$ cat config.mk
export PLATFORM = sky130hd
export DESIGN_NAME = sdram_arbiter
export DESIGN_NICKNAME = d
export VERILOG_FILES = /design/src/rtl/sdram_arbiter.sv
export SDC_FILE = /design/constraint.sdc
export NUM_CORES = 1
export LEC_CHECK = 0
export ABC_CLOCK_PERIOD_IN_PS = 1500
export CAP_MARGIN = 10
export CORE_MARGIN = 2
export CORE_UTILIZATION = 39
export DETAILED_ROUTE_END_ITERATION = 12
export MAX_ROUTING_LAYER = met4
export PLACE_DENSITY = 0.91
export SLEW_MARGIN = 10
export SYNTH_ARGS = -nofsm -noshare
export SYNTH_HDL_FRONTEND = slang
export SYNTH_SLANG_ARGS = --single-unit
$ cat constraint.sdc
create_clock -name clock -period 1.5 [get_ports clock]
set_input_delay 0.45 -clock clock [delete_from_list [all_inputs] [get_ports clock]]
set_output_delay 0.45 -clock clock [all_outputs]
set_load 0.03 [all_outputs]
$ cat src/rtl/sdram_arbiter.sv
// Two-requester arbiter for the single SDRAM user port: the Z80 main-RAM path and the tape-loader DMA.
// Runs one fixed-length access at a time; CPU wins the first conflict, after which conflicts alternate.
module sdram_arbiter #(
    parameter int AW  = 24,
    parameter int LAT = 6
) (
    input  logic          clock,
    input  logic          reset,
    input  logic          ready,
    input  logic          cpuReq,
    input  logic          cpuWe,
    input  logic [AW-1:0] cpuA,
    input  logic [7:0]    cpuDi,
    output logic [7:0]    cpuDo,
    output logic          cpuAck,
    input  logic          dmaReq,
    input  logic          dmaWe,
    input  logic [AW-1:0] dmaA,
    input  logic [7:0]    dmaDi,
    output logic [7:0]    dmaDo,
    output logic          dmaAck,
    output logic          busy,
    output logic          sdrRd,
    output logic          sdrWr,
    output logic [AW-1:0] sdrA,
    output logic [15:0]   sdrDi,
    input  logic [15:0]   sdrDo
);
    localparam int CW = (LAT > 2) ? $clog2(LAT) : 1;

    typedef enum logic [1:0] {S_IDLE, S_ACCESS, S_DONE} state_t;
    typedef enum logic {OWN_CPU, OWN_DMA} own_t;

    state_t        r_state, w_state_n;
    own_t          r_owner, w_owner_n;
    own_t          r_last,  w_last_n;
    logic [CW-1:0] r_cnt,   w_cnt_n;
    logic          r_rd,    w_rd_n;
    logic          r_wr,    w_wr_n;
    logic [AW-1:0] r_a,     w_a_n;
    logic [15:0]   r_di,    w_di_n;
    logic [7:0]    r_cpuDo, w_cpuDo_n;
    logic [7:0]    r_dmaDo, w_dmaDo_n;
    logic          r_cpuAck, w_cpuAck_n;
    logic          r_dmaAck, w_dmaAck_n;
    logic          r_busy,  w_busy_n;

    logic          w_gnt_cpu, w_gnt_dma;
    logic          w_sel_we;
    logic [AW-1:0] w_sel_a;
    logic [7:0]    w_sel_di;
    logic          w_unused;

    assign w_unused = ^sdrDo[15:8];

    // On conflict the side that was not served last goes first; lastOwner resets to DMA so CPU wins first.
    assign w_gnt_cpu = cpuReq & (~dmaReq | (r_last == OWN_DMA));
    assign w_gnt_dma = dmaReq & (~cpuReq | (r_last == OWN_CPU));

    assign w_sel_we = w_gnt_dma ? dmaWe : cpuWe;
    assign w_sel_a  = w_gnt_dma ? dmaA  : cpuA;
    assign w_sel_di = w_gnt_dma ? dmaDi : cpuDi;

    always_ff @(posedge clock) begin
        if (!reset) begin
            r_state  <= S_IDLE;
            r_owner  <= OWN_CPU;
            r_last   <= OWN_DMA;
            r_cnt    <= '0;
            r_rd     <= 1'b1;
            r_wr     <= 1'b1;
            r_a      <= '0;
            r_di     <= '0;
            r_cpuDo  <= 8'hFF;
            r_dmaDo  <= 8'hFF;
            r_cpuAck <= 1'b0;
            r_dmaAck <= 1'b0;
            r_busy   <= 1'b0;
        end else begin
            r_state  <= w_state_n;
            r_owner  <= w_owner_n;
            r_last   <= w_last_n;
            r_cnt    <= w_cnt_n;
            r_rd     <= w_rd_n;
            r_wr     <= w_wr_n;
            r_a      <= w_a_n;
            r_di     <= w_di_n;
            r_cpuDo  <= w_cpuDo_n;
            r_dmaDo  <= w_dmaDo_n;
            r_cpuAck <= w_cpuAck_n;
            r_dmaAck <= w_dmaAck_n;
            r_busy   <= w_busy_n;
        end
    end

    always_comb begin
        w_state_n  = r_state;
        w_owner_n  = r_owner;
        w_last_n   = r_last;
        w_cnt_n    = r_cnt;
        w_rd_n     = r_rd;
        w_wr_n     = r_wr;
        w_a_n      = r_a;
        w_di_n     = r_di;
        w_cpuDo_n  = r_cpuDo;
        w_dmaDo_n  = r_dmaDo;
        w_cpuAck_n = 1'b0;
        w_dmaAck_n = 1'b0;
        w_busy_n   = r_busy;
        case (r_state)
            S_IDLE: begin
                if (ready && (w_gnt_cpu || w_gnt_dma)) begin
                    w_owner_n = w_gnt_dma ? OWN_DMA : OWN_CPU;
                    w_a_n     = w_sel_a;
                    w_di_n    = {2{w_sel_di}};
                    w_wr_n    = ~w_sel_we;
                    w_rd_n    = w_sel_we;
                    w_cnt_n   = CW'(LAT - 1);
                    w_busy_n  = 1'b1;
                    w_state_n = S_ACCESS;
                end
            end
            S_ACCESS: begin
                if (r_cnt == '0) begin
                    // Read data is captured on the same edge the strobe is released.
                    if (!r_rd) begin
                        if (r_owner == OWN_DMA) w_dmaDo_n = sdrDo[7:0];
                        else                    w_cpuDo_n = sdrDo[7:0];
                    end
                    w_rd_n     = 1'b1;
                    w_wr_n     = 1'b1;
                    w_cpuAck_n = (r_owner == OWN_CPU);
                    w_dmaAck_n = (r_owner == OWN_DMA);
                    w_last_n   = r_owner;
                    w_busy_n   = 1'b0;
                    w_state_n  = S_DONE;
                end else begin
                    w_cnt_n = r_cnt - 1'b1;
                end
            end
            S_DONE: begin
                // One dead cycle lets the served requester drop its level request.
                w_state_n = S_IDLE;
            end
            default: begin
                w_state_n = S_IDLE;
            end
        endcase
    end

    assign cpuDo  = r_cpuDo;
    assign dmaDo  = r_dmaDo;
    assign cpuAck = r_cpuAck;
    assign dmaAck = r_dmaAck;
    assign busy   = r_busy;
    assign sdrRd  = r_rd;
    assign sdrWr  = r_wr;
    assign sdrA   = r_a;
    assign sdrDi  = r_di;
endmodule
After elaboration in Yosys (flattened, before gate mapping)

Index checks and enable logic that the tools add are counted.
W data, S select, Z words.

Bitwise gates (word level): 10
Multipliers: 0
Eq/ne operators: 4
Div/mod/pow operators: 0
Add/sub/neg operators: 1
Muxes and demuxes: 18
$lt $le $gt $ge: 0
Reduce and logical (&&, ||, !) cells: 13
Shifts and indexed selects: 0

Operator list:

| kind                  | count |
|---|---|
| $mux W24              | 1 |
| $reduce_and A3 Y1     | 3 |
| $mux W8               | 1 |
| $reduce_and A4 Y1     | 2 |
| $mux W1               | 7 |
| $mux W3               | 2 |
| $ne A2 B2 Y1 const B  | 3 |
| $not A1 Y1            | 6 |
| $pmux W1 S2           | 3 |
| $pmux W3 S2           | 1 |
| $reduce_and A2 Y1     | 3 |
| $mux W2               | 2 |
| $pmux W2 S2           | 1 |
| $logic_not A3 Y1      | 1 |
| $sub A3 B1 Y3 const B | 1 |
| $and A1 B1 Y1         | 2 |
| $eq A2 B1 Y1 const B  | 1 |
| $logic_not A2 Y1      | 1 |
| $or A1 B1 Y1          | 2 |
| $reduce_bool A2 Y1    | 1 |
| $logic_and A1 B1 Y1   | 1 |
| $logic_or A1 B1 Y1    | 1 |

Bits in read-only memories: 0
Output and inout port bits: 61
Bits in latches: 0
Word-level logic and storage cells: 59
Register bits: 68
RAM bits: 0
Memories: 0

Longest topological paths before layout

Gate-level depths: netlist (run 1).

Depth after elaboration: 7
Depth in mapped cells: 6
Depth with buffers taken out: 5

Worst setup path before layout (run 1)

OpenSTA, ideal clock, no wires.

Path kind: reg2reg
Start point: register r_cnt[0]
End point: register r_cpuDo[0] (netlist: cpuDo[0])
Cell stages (with the launch flop): 7
Data required time: 1.379 ns
Clock period less this slack: 1.381 ns
Arrival: 1.260 ns
Setup slack: 0.119 ns
Cells stage by stage: dfxtp_1 > inv_1 > ha_1 > nand4bb_1 > buf_4 > or3_4 > mux2i_1

Longest elaborated chain between the ends: 2

RTL lines:

| element                     | line | RTL |
|---|---|---|
| start, declared             | 37   | `logic [CW-1:0] r_cnt, w_cnt_n;` |
| start signal, assigned      | 83   | `r_cnt <= w_cnt_n;` |
| $logic_not A3 Y1            | 124  | `if (r_cnt == '0) begin` |
| $reduce_and A4 Y1 (no line) | n/a  |  |
| end signal, assigned        | 88   | `r_cpuDo <= w_cpuDo_n;` |
| end, declared               | 42   | `logic [7:0] r_cpuDo, w_cpuDo_n;` |

No other way between the ends.
A chain may end at the register's enable or synchronous reset.

Worst setup path after layout (run 1)

Start point: input ready
End point: register r_a[0] (netlist: sdrA[0])

Longest elaborated chain between the ends: 2

RTL lines:

| element                     | line | RTL |
|---|---|---|
| start, declared             | 9    | `input logic ready,` |
| $logic_and A1 B1 Y1         | 112  | `if (ready && (w_gnt_cpu \|\| w_gnt_dma)) begin` |
| $reduce_and A2 Y1 (no line) | n/a  |  |
| end signal, assigned        | 86   | `r_a <= w_a_n;` |
| end, declared               | 40   | `logic [AW-1:0] r_a, w_a_n;` |

No other way between the ends.

==> results of run 1 <==
==> layer usage <==
layer	vias to the layer above	wire [µm]
li1	1377	-
met1	1326	3392
met2	99	4311
met3	22	464
met4	0	240
met5	-	0
==> cell type report <==
cell class	instances	area (µm²)	area share, %
Clock buffer	10	137.6	3.014
Clock inverter	6	111.4	2.438
Inverter	4	15.01	0.3288
Multi-Input combinational cell	214	1376	30.14
Sequential cell	60	1202	26.33
Tap cell	96	120.1	2.630
Timing Repair Buffer	162	1604	35.12
==> metrics by stage <==
stage,setup WS (ns),total power [mW]
after floorplan,0.1186,2.571
after global placement,-0.3623,3.132
after detailed placement,-0.4788,3.163
after CTS,0.0009187,4.955
after global routing,-0.01949,5.148
final,0.01998,4.944
==> flip-flops by register name (all words and copies together) (netlist names), 2 cells and up <==
name,count
cpuDo,8
dmaDo,8
r_cnt,3
r_state,2
sdrA,24
sdrDi,8
==> power groups by stage <==
stage	Clock, mW	Sequential (mW)	Combinational (mW)
4_1_cts	1.81	1.81	1.34
3_3_place_gp	0	1.83	1.30
5_1_grt	1.88	1.83	1.44
3_5_place_dp	0	1.84	1.32
2_1_floorplan	0	2.02	0.547
6_report	1.78	1.81	1.35
==> worst max-delay path, delay by kind of cell <==
family | cells | cell delay, ns
compound gates | 2 | 0.20
simple gates | 1 | 0.17
buf+inv | 3 | 0.85
==> synthesized netlist by cell type (all sizes together) <==
| library cell | number |
|---|---|
| a21bo | 1 |
| a21boi | 1 |
| a21oi | 35 |
| a22oi | 1 |
| a2bb2oi | 1 |
| a311oi | 32 |
| and2 | 1 |
| and3 | 1 |
| and4bb | 1 |
| buf | 29 |
| clkbuf | 6 |
| dfxtp | 60 |
| ha | 2 |
| inv | 4 |
| mux2 | 1 |
| mux2i | 17 |
| nand2 | 68 |
| nand3 | 3 |
| nand3b | 3 |
| nand4 | 2 |
| nand4bb | 1 |
| nor2 | 28 |
| nor2b | 1 |
| nor3 | 5 |
| nor3b | 1 |
| o211a | 2 |
| o21a | 1 |
| o21ai | 2 |
| o31ai | 1 |
| or2 | 1 |
| or3 | 1 |
==> worst paths after layout <==
check	startpoint	end	slack [ns]	cells past startpoint
setup / recovery	ready	sdrA[0]$_SDFFE_PN0P_	0.02	6
hold / removal	busy$_SDFFE_PN0P_	busy$_SDFFE_PN0P_	0.46	2
setup reg to reg	r_state[0]$_SDFFE_PN0P_	sdrA[0]$_SDFFE_PN0P_	0.06	4
hold reg to reg	busy$_SDFFE_PN0P_	busy$_SDFFE_PN0P_	0.46	2
==> cell families (layout without fill, tap and decap cells) <==
group / after synthesis / count (layout) / share of synthesized area, %
flops: 60 / 60 / 44.04
mux: 18 / 18 / 6.651
buf+inv: 39 / 182 / 8.256
fa+ha+maj: 2 / 2 / 0.9173
compound gates: 77 / 77 / 20.41
simple gates: 117 / 117 / 19.72
==> timing repair <==
action,4_1_cts,5_1_grt
pin swaps,1,2
gates resized for setup,158,29
cloned,1,0
endpoints found under the setup margin,101,47
hold endpoints to repair,0,0
==> flow_summary.toml, run 1 <==
[finish]
final_cells = 552
layout_commonest_cell = "clkdlybuf4s50_1"
finish.instance_area_um2 = 4567
fill_cells = 541
layout-drive-gt1-share_pct = 26.10
diodes = 0
area_growth_pct = 67.43
layout_common_cells = "clkdlybuf4s50_1 (76), nand2_1 (68), dfxtp_1 (59)"
layout.nets = 540
fin_util_pct = 67.22

[cts]
clock-root-buffer = "clkbuf_8"
clock_latency_ns = 0.33
cts_tree = "built"
cts_buffer_depth = 2
holdBufCountCts = 0
postCtsSetupRepairBufs = 0
htree_levels = 3
clock_sinks = 60
cts_buffers = 9
clkTransAtPathRegs_ns = 0.07

[die]
die_w_um = 87.63
core_area_um2 = 6794
io_pins = 148
die_area_um2 = 7679
start_util_pct = 40.15
fp.dieH_um = 87.63
rows = 30

[route]
wire_per_inst_um = 15.23
num_vias = 2824
vias_per_cell = 5.116
first_pass_iters = 4
drc = 0
totalWireLength_um = 8408
antenna_left = 0
drt_iter0_markers = 113

[timing]
rsz0062_at_grt = "yes"
drv_slew = 0
fmax_ghz = 0.6757
fin_crit_sh_pct = 98.67
setup_viol = 0
fin_worst_skew_ns = 0.01047
worst_slew_pin_slew_ns = 0.3688
hold_viol_final = 0
final.setup.tns_ns = 0
relSlewSlack_pct = 75.38
hold_slack_ns = 0.4649
fin_crit_ns = 1.480

[synth]
synthTopCellsByArea = "dfxtp_1 (44%), nand2_1 (9.4%), a311oi_1 (9.3%), a21oi_1 (6.4%), mux2i_1 (6.2%)"
synth_nets = 402
netlist_area_um2 = 2728
ys_ff_latch = 60
ys_warn_count = 0
yosysTopAreaCell = "dfxtp_1"
postSynthCellCount = 313
syn_area_per_cell_um2 = 8.714
seq_area_frac_synth_pct = 44.04
yosys.area.top_type_share_pct = 44.04
synth_cell_types = 38

[power]
vdd_drop_max_mv = 0.5341
clockPowerShare_pct = 36.0
p_seq_share_pct = 36.7
p_per_area_nw_per_um2 = 1083
leakagePower_nw = 1.861
internal_power_mw = 3.505
swShare_pct = 29.11
comb_power_share_pct = 27.3
p_sw_mw = 1.439

[critical_path]
cp_cell_sequence = "clkdlybuf4s50_1 > o21ai_1 > buf_4 > nor2_4 > buf_4 > a311oi_1"
cp_max_fo = 8
cpMostUsedCell = "buf_4"
cpPeakStageDelay_ns = 0.50
cp-start-kind = "primary input"
critPathSlowestCell = "clkdlybuf4s50_1"
criticalPathCategory = "primary input to flip-flop"
cp.arrival_ns = 1.67
endpoint_kind = "flip-flop"
worstPathRequired_ns = 1.69

[placed_design]
io_buffers = 139
placedCellCount = 535
place_congestion = 0.7761
dp_hpwl_um = 5993
placedInstanceArea_um2 = 4257

[global_route]
use_met1_pct = 25.48
grt_first_pass_wirelength_um = 13120
grt_pass1_vias = 2766
grt_max_degree = 26
grt_usage_pct = 22.60
use_met3_pct = 3.770
grt-ovfl-total = 0
busiest_layer = "met2"
antenna_found_initial = 0
use_met2_pct = 38.36

[run_status]
status = "completed"

[flow_run]
cap_violations = 0

[worst_hold_path]
min_path_type = "flip-flop to flip-flop"
Note: power is estimated with default switching activity, not from simulation.
==> run 2, diff against run 1 <==
--- a/config.mk
+++ b/config.mk
@@ -6,7 +6,6 @@
 export NUM_CORES = 1
 export LEC_CHECK = 0
 export ABC_CLOCK_PERIOD_IN_PS = 1500
-export CAP_MARGIN = 10
 export CORE_MARGIN = 2
 export CORE_UTILIZATION = 39
 export DETAILED_ROUTE_END_ITERATION = 12
==> results of run 2 <==
The final DEF is identical to that of run 1; final timing and power are the same.
==> run 3, diff against run 2 <==
--- a/config.mk
+++ b/config.mk
@@ -6,8 +6,8 @@
 export NUM_CORES = 1
 export LEC_CHECK = 0
 export ABC_CLOCK_PERIOD_IN_PS = 1500
-export CORE_MARGIN = 2
 export CORE_UTILIZATION = 39
+export CTS_CLUSTER_DIAMETER = 120
 export DETAILED_ROUTE_END_ITERATION = 12
 export MAX_ROUTING_LAYER = met4
 export PLACE_DENSITY = 0.91
==> flow_summary.toml, run 3 (synthesis results as in run 1) <==
[die]
core_area_um2 = 6756
rows = 30
die_area_um2 = 7333
fp.dieH_um = 85.63
die_w_um = 85.63
io_pins = 148
start_util_pct = 40.37

[power]
p_per_area_nw_per_um2 = 1029
p_total_mw = 4.789
vdd_drop_max_mv = 0.6451
leakagePower_nw = 1.898

[run_status]
status = "completed"

[finish]
diodes = 0
layout_commonest_cell = "clkdlybuf4s50_1"
layout.nets = 546
area_growth_pct = 70.69
largest_reg_flops = 24
fin_util_pct = 68.91
layout-drive-gt1-share_pct = 28.57
layout_common_cells = "clkdlybuf4s50_1 (76), nand2_1 (68), dfxtp_1 (58)"

[timing]
drv_slew = 0
fmax_ghz = 0.6753
relSlewSlack_pct = 76.46
fin_crit_sh_pct = 98.72
setup_viol = 0
hold_viol_final = 0
fin_crit_ns = 1.481
fin_worst_skew_ns = 0.008838
worst_slew_pin_slew_ns = 0.3526

[global_route]
grt_pass1_vias = 2838
grt-ovfl-total = 0
grt_first_pass_wirelength_um = 13370
antenna_found_initial = 0
grt_max_degree = 25
grt_usage_pct = 24.13

[placed_design]
io_buffers = 139
dp_hpwl_um = 6162
place_congestion = 0.8342

[worst_hold_path]
min_delay_worst_endpoint = "sdrA[1]$_SDFFE_PN0P_"
min_path_type = "flip-flop to flip-flop"
hold_path_startpoint = "sdrA[1]$_SDFFE_PN0P_"
hold_depth = 2

[route]
totalWireLength_um = 8731
num_vias = 2915
vias_per_cell = 5.378
drc = 0
antenna_left = 0
wire_per_inst_um = 16.11
first_pass_iters = 5
drt_iter0_markers = 167

[flow_run]
cap_violations = 0

[critical_path]
cpLargestDelayFamily = "flip-flops"
cp_max_fo = 2
cp-start-kind = "flip-flop"
cp.arrival_ns = 1.03
criticalPathCategory = "flip-flop to primary output"
reg2reg_depth = 5
endpoint_kind = "primary output"
cpPeakStageDelay_ns = 0.38
reg2reg_to = "sdrA[15]$_SDFFE_PN0P_"
r2r_start = "r_state[0]$_SDFFE_PN0P_"
critPathSlowestCell = "dfxtp_1"
critical_path_buf_inv_count = 1
r2r_slack_ns = 0.07
worstPathRequired_ns = 1.05
cp_cell_sequence = "clkdlybuf4s15_2"

[cts]
cts_buffer_depth = 2
cts_buffers = 9
clock_sinks = 60
htree_levels = 3
postCtsSetupRepairBufs = 0
clock_latency_ns = 0.34
cts_tree = "built"
clock-root-buffer = "clkbuf_8"
clkTransAtPathRegs_ns = 0.07
==> run 3: changes by cell type in the layout (fill, tap and decap cells not counted), sizes merged, moves of 2 or more <==
cell | before | now
buf | 28 | 33
clkbuf | 29 | 20
clkdlybuf4s15 | 36 | 45
clkinv | 2 | 4
dlygate4sd2 | 2 | 0
dlymetal6s2s | 0 | 2
==> run 3: worst min-delay path: stages, from the launching register on <==
cell      delay (ns)
dfxtp_1         0.31
a21oi_1         0.11
a311oi_1        0.05
==> run 3: area by class of cell <==
type,count,area (µm²)
Timing Repair Buffer,168,1743
Sequential cell,60,1204
Multi-Input combinational cell,214,1379
Fill cell,492,2101
Tap cell,80,100.1
Clock buffer,9,123.9
Inverter,4,15.01
Clock inverter,7,91.34
==> run 3: where the power goes <==
group          internal, mW  switching (mW)
clock network         0.928           0.648
registers              1.72          0.0917
logic                 0.668           0.733
==> run 3: layer usage <==
layer	track usage [%]	up-vias	part of all wire, %
met5	-	-	0
met4	14.85	0	4.1
met3	3.946	38	5.3
met2	41.45	130	52
met1	26.10	1359	39
li1	-	1388	-
==> run 3: through the flow <==
| step | worst slack, ns | setup TNS [ns] | instances | area [µm²] | hold WS (ns) |
|---|---|---|---|---|---|
| 2_1_floorplan | 0.1186 | 0 | 313 | 2728 | 0.4691 |
| 3_3_place_gp | -0.3309 | -12.70 | 523 | 4284 | 0.4434 |
| 3_5_place_dp | -0.4126 | -14.75 | 523 | 4284 | 0.4590 |
| 4_1_cts | -0.01906 | -0.05977 | 539 | 4567 | 0.4678 |
| 5_1_grt | -0.001767 | -0.001767 | 542 | 4656 | 0.5346 |
| 6_report | 0.01915 | 0 | 542 | 4656 | 0.5161 |
==> run 3: worst max path at each step <==
stage	endpoint	from	cells past startpoint
after detailed placement	sdrA[22]$_SDFFE_PN0P_	cpuReq	5
after global routing	sdrDi[12]	sdrDi[12]$_SDFFE_PN0P_	1
final	dmaDo[2]	dmaDo[2]$_SDFFE_PN1P_	1
after global placement	sdrA[21]$_SDFFE_PN0P_	cpuReq	5
after CTS	sdrA[23]$_SDFFE_PN0P_	dmaReq	5
after floorplan	cpuDo[0]$_SDFFE_PN1P_	r_cnt[0]$_SDFFE_PN0P_	6
==> run 3: timing repair <==
item                                    4_1_cts  5_1_grt
pin swaps                                     1        2
endpoints found under the setup margin       74       69
hold buffers                                  0        0
cloned                                        0        3
gates resized for setup                     166       38
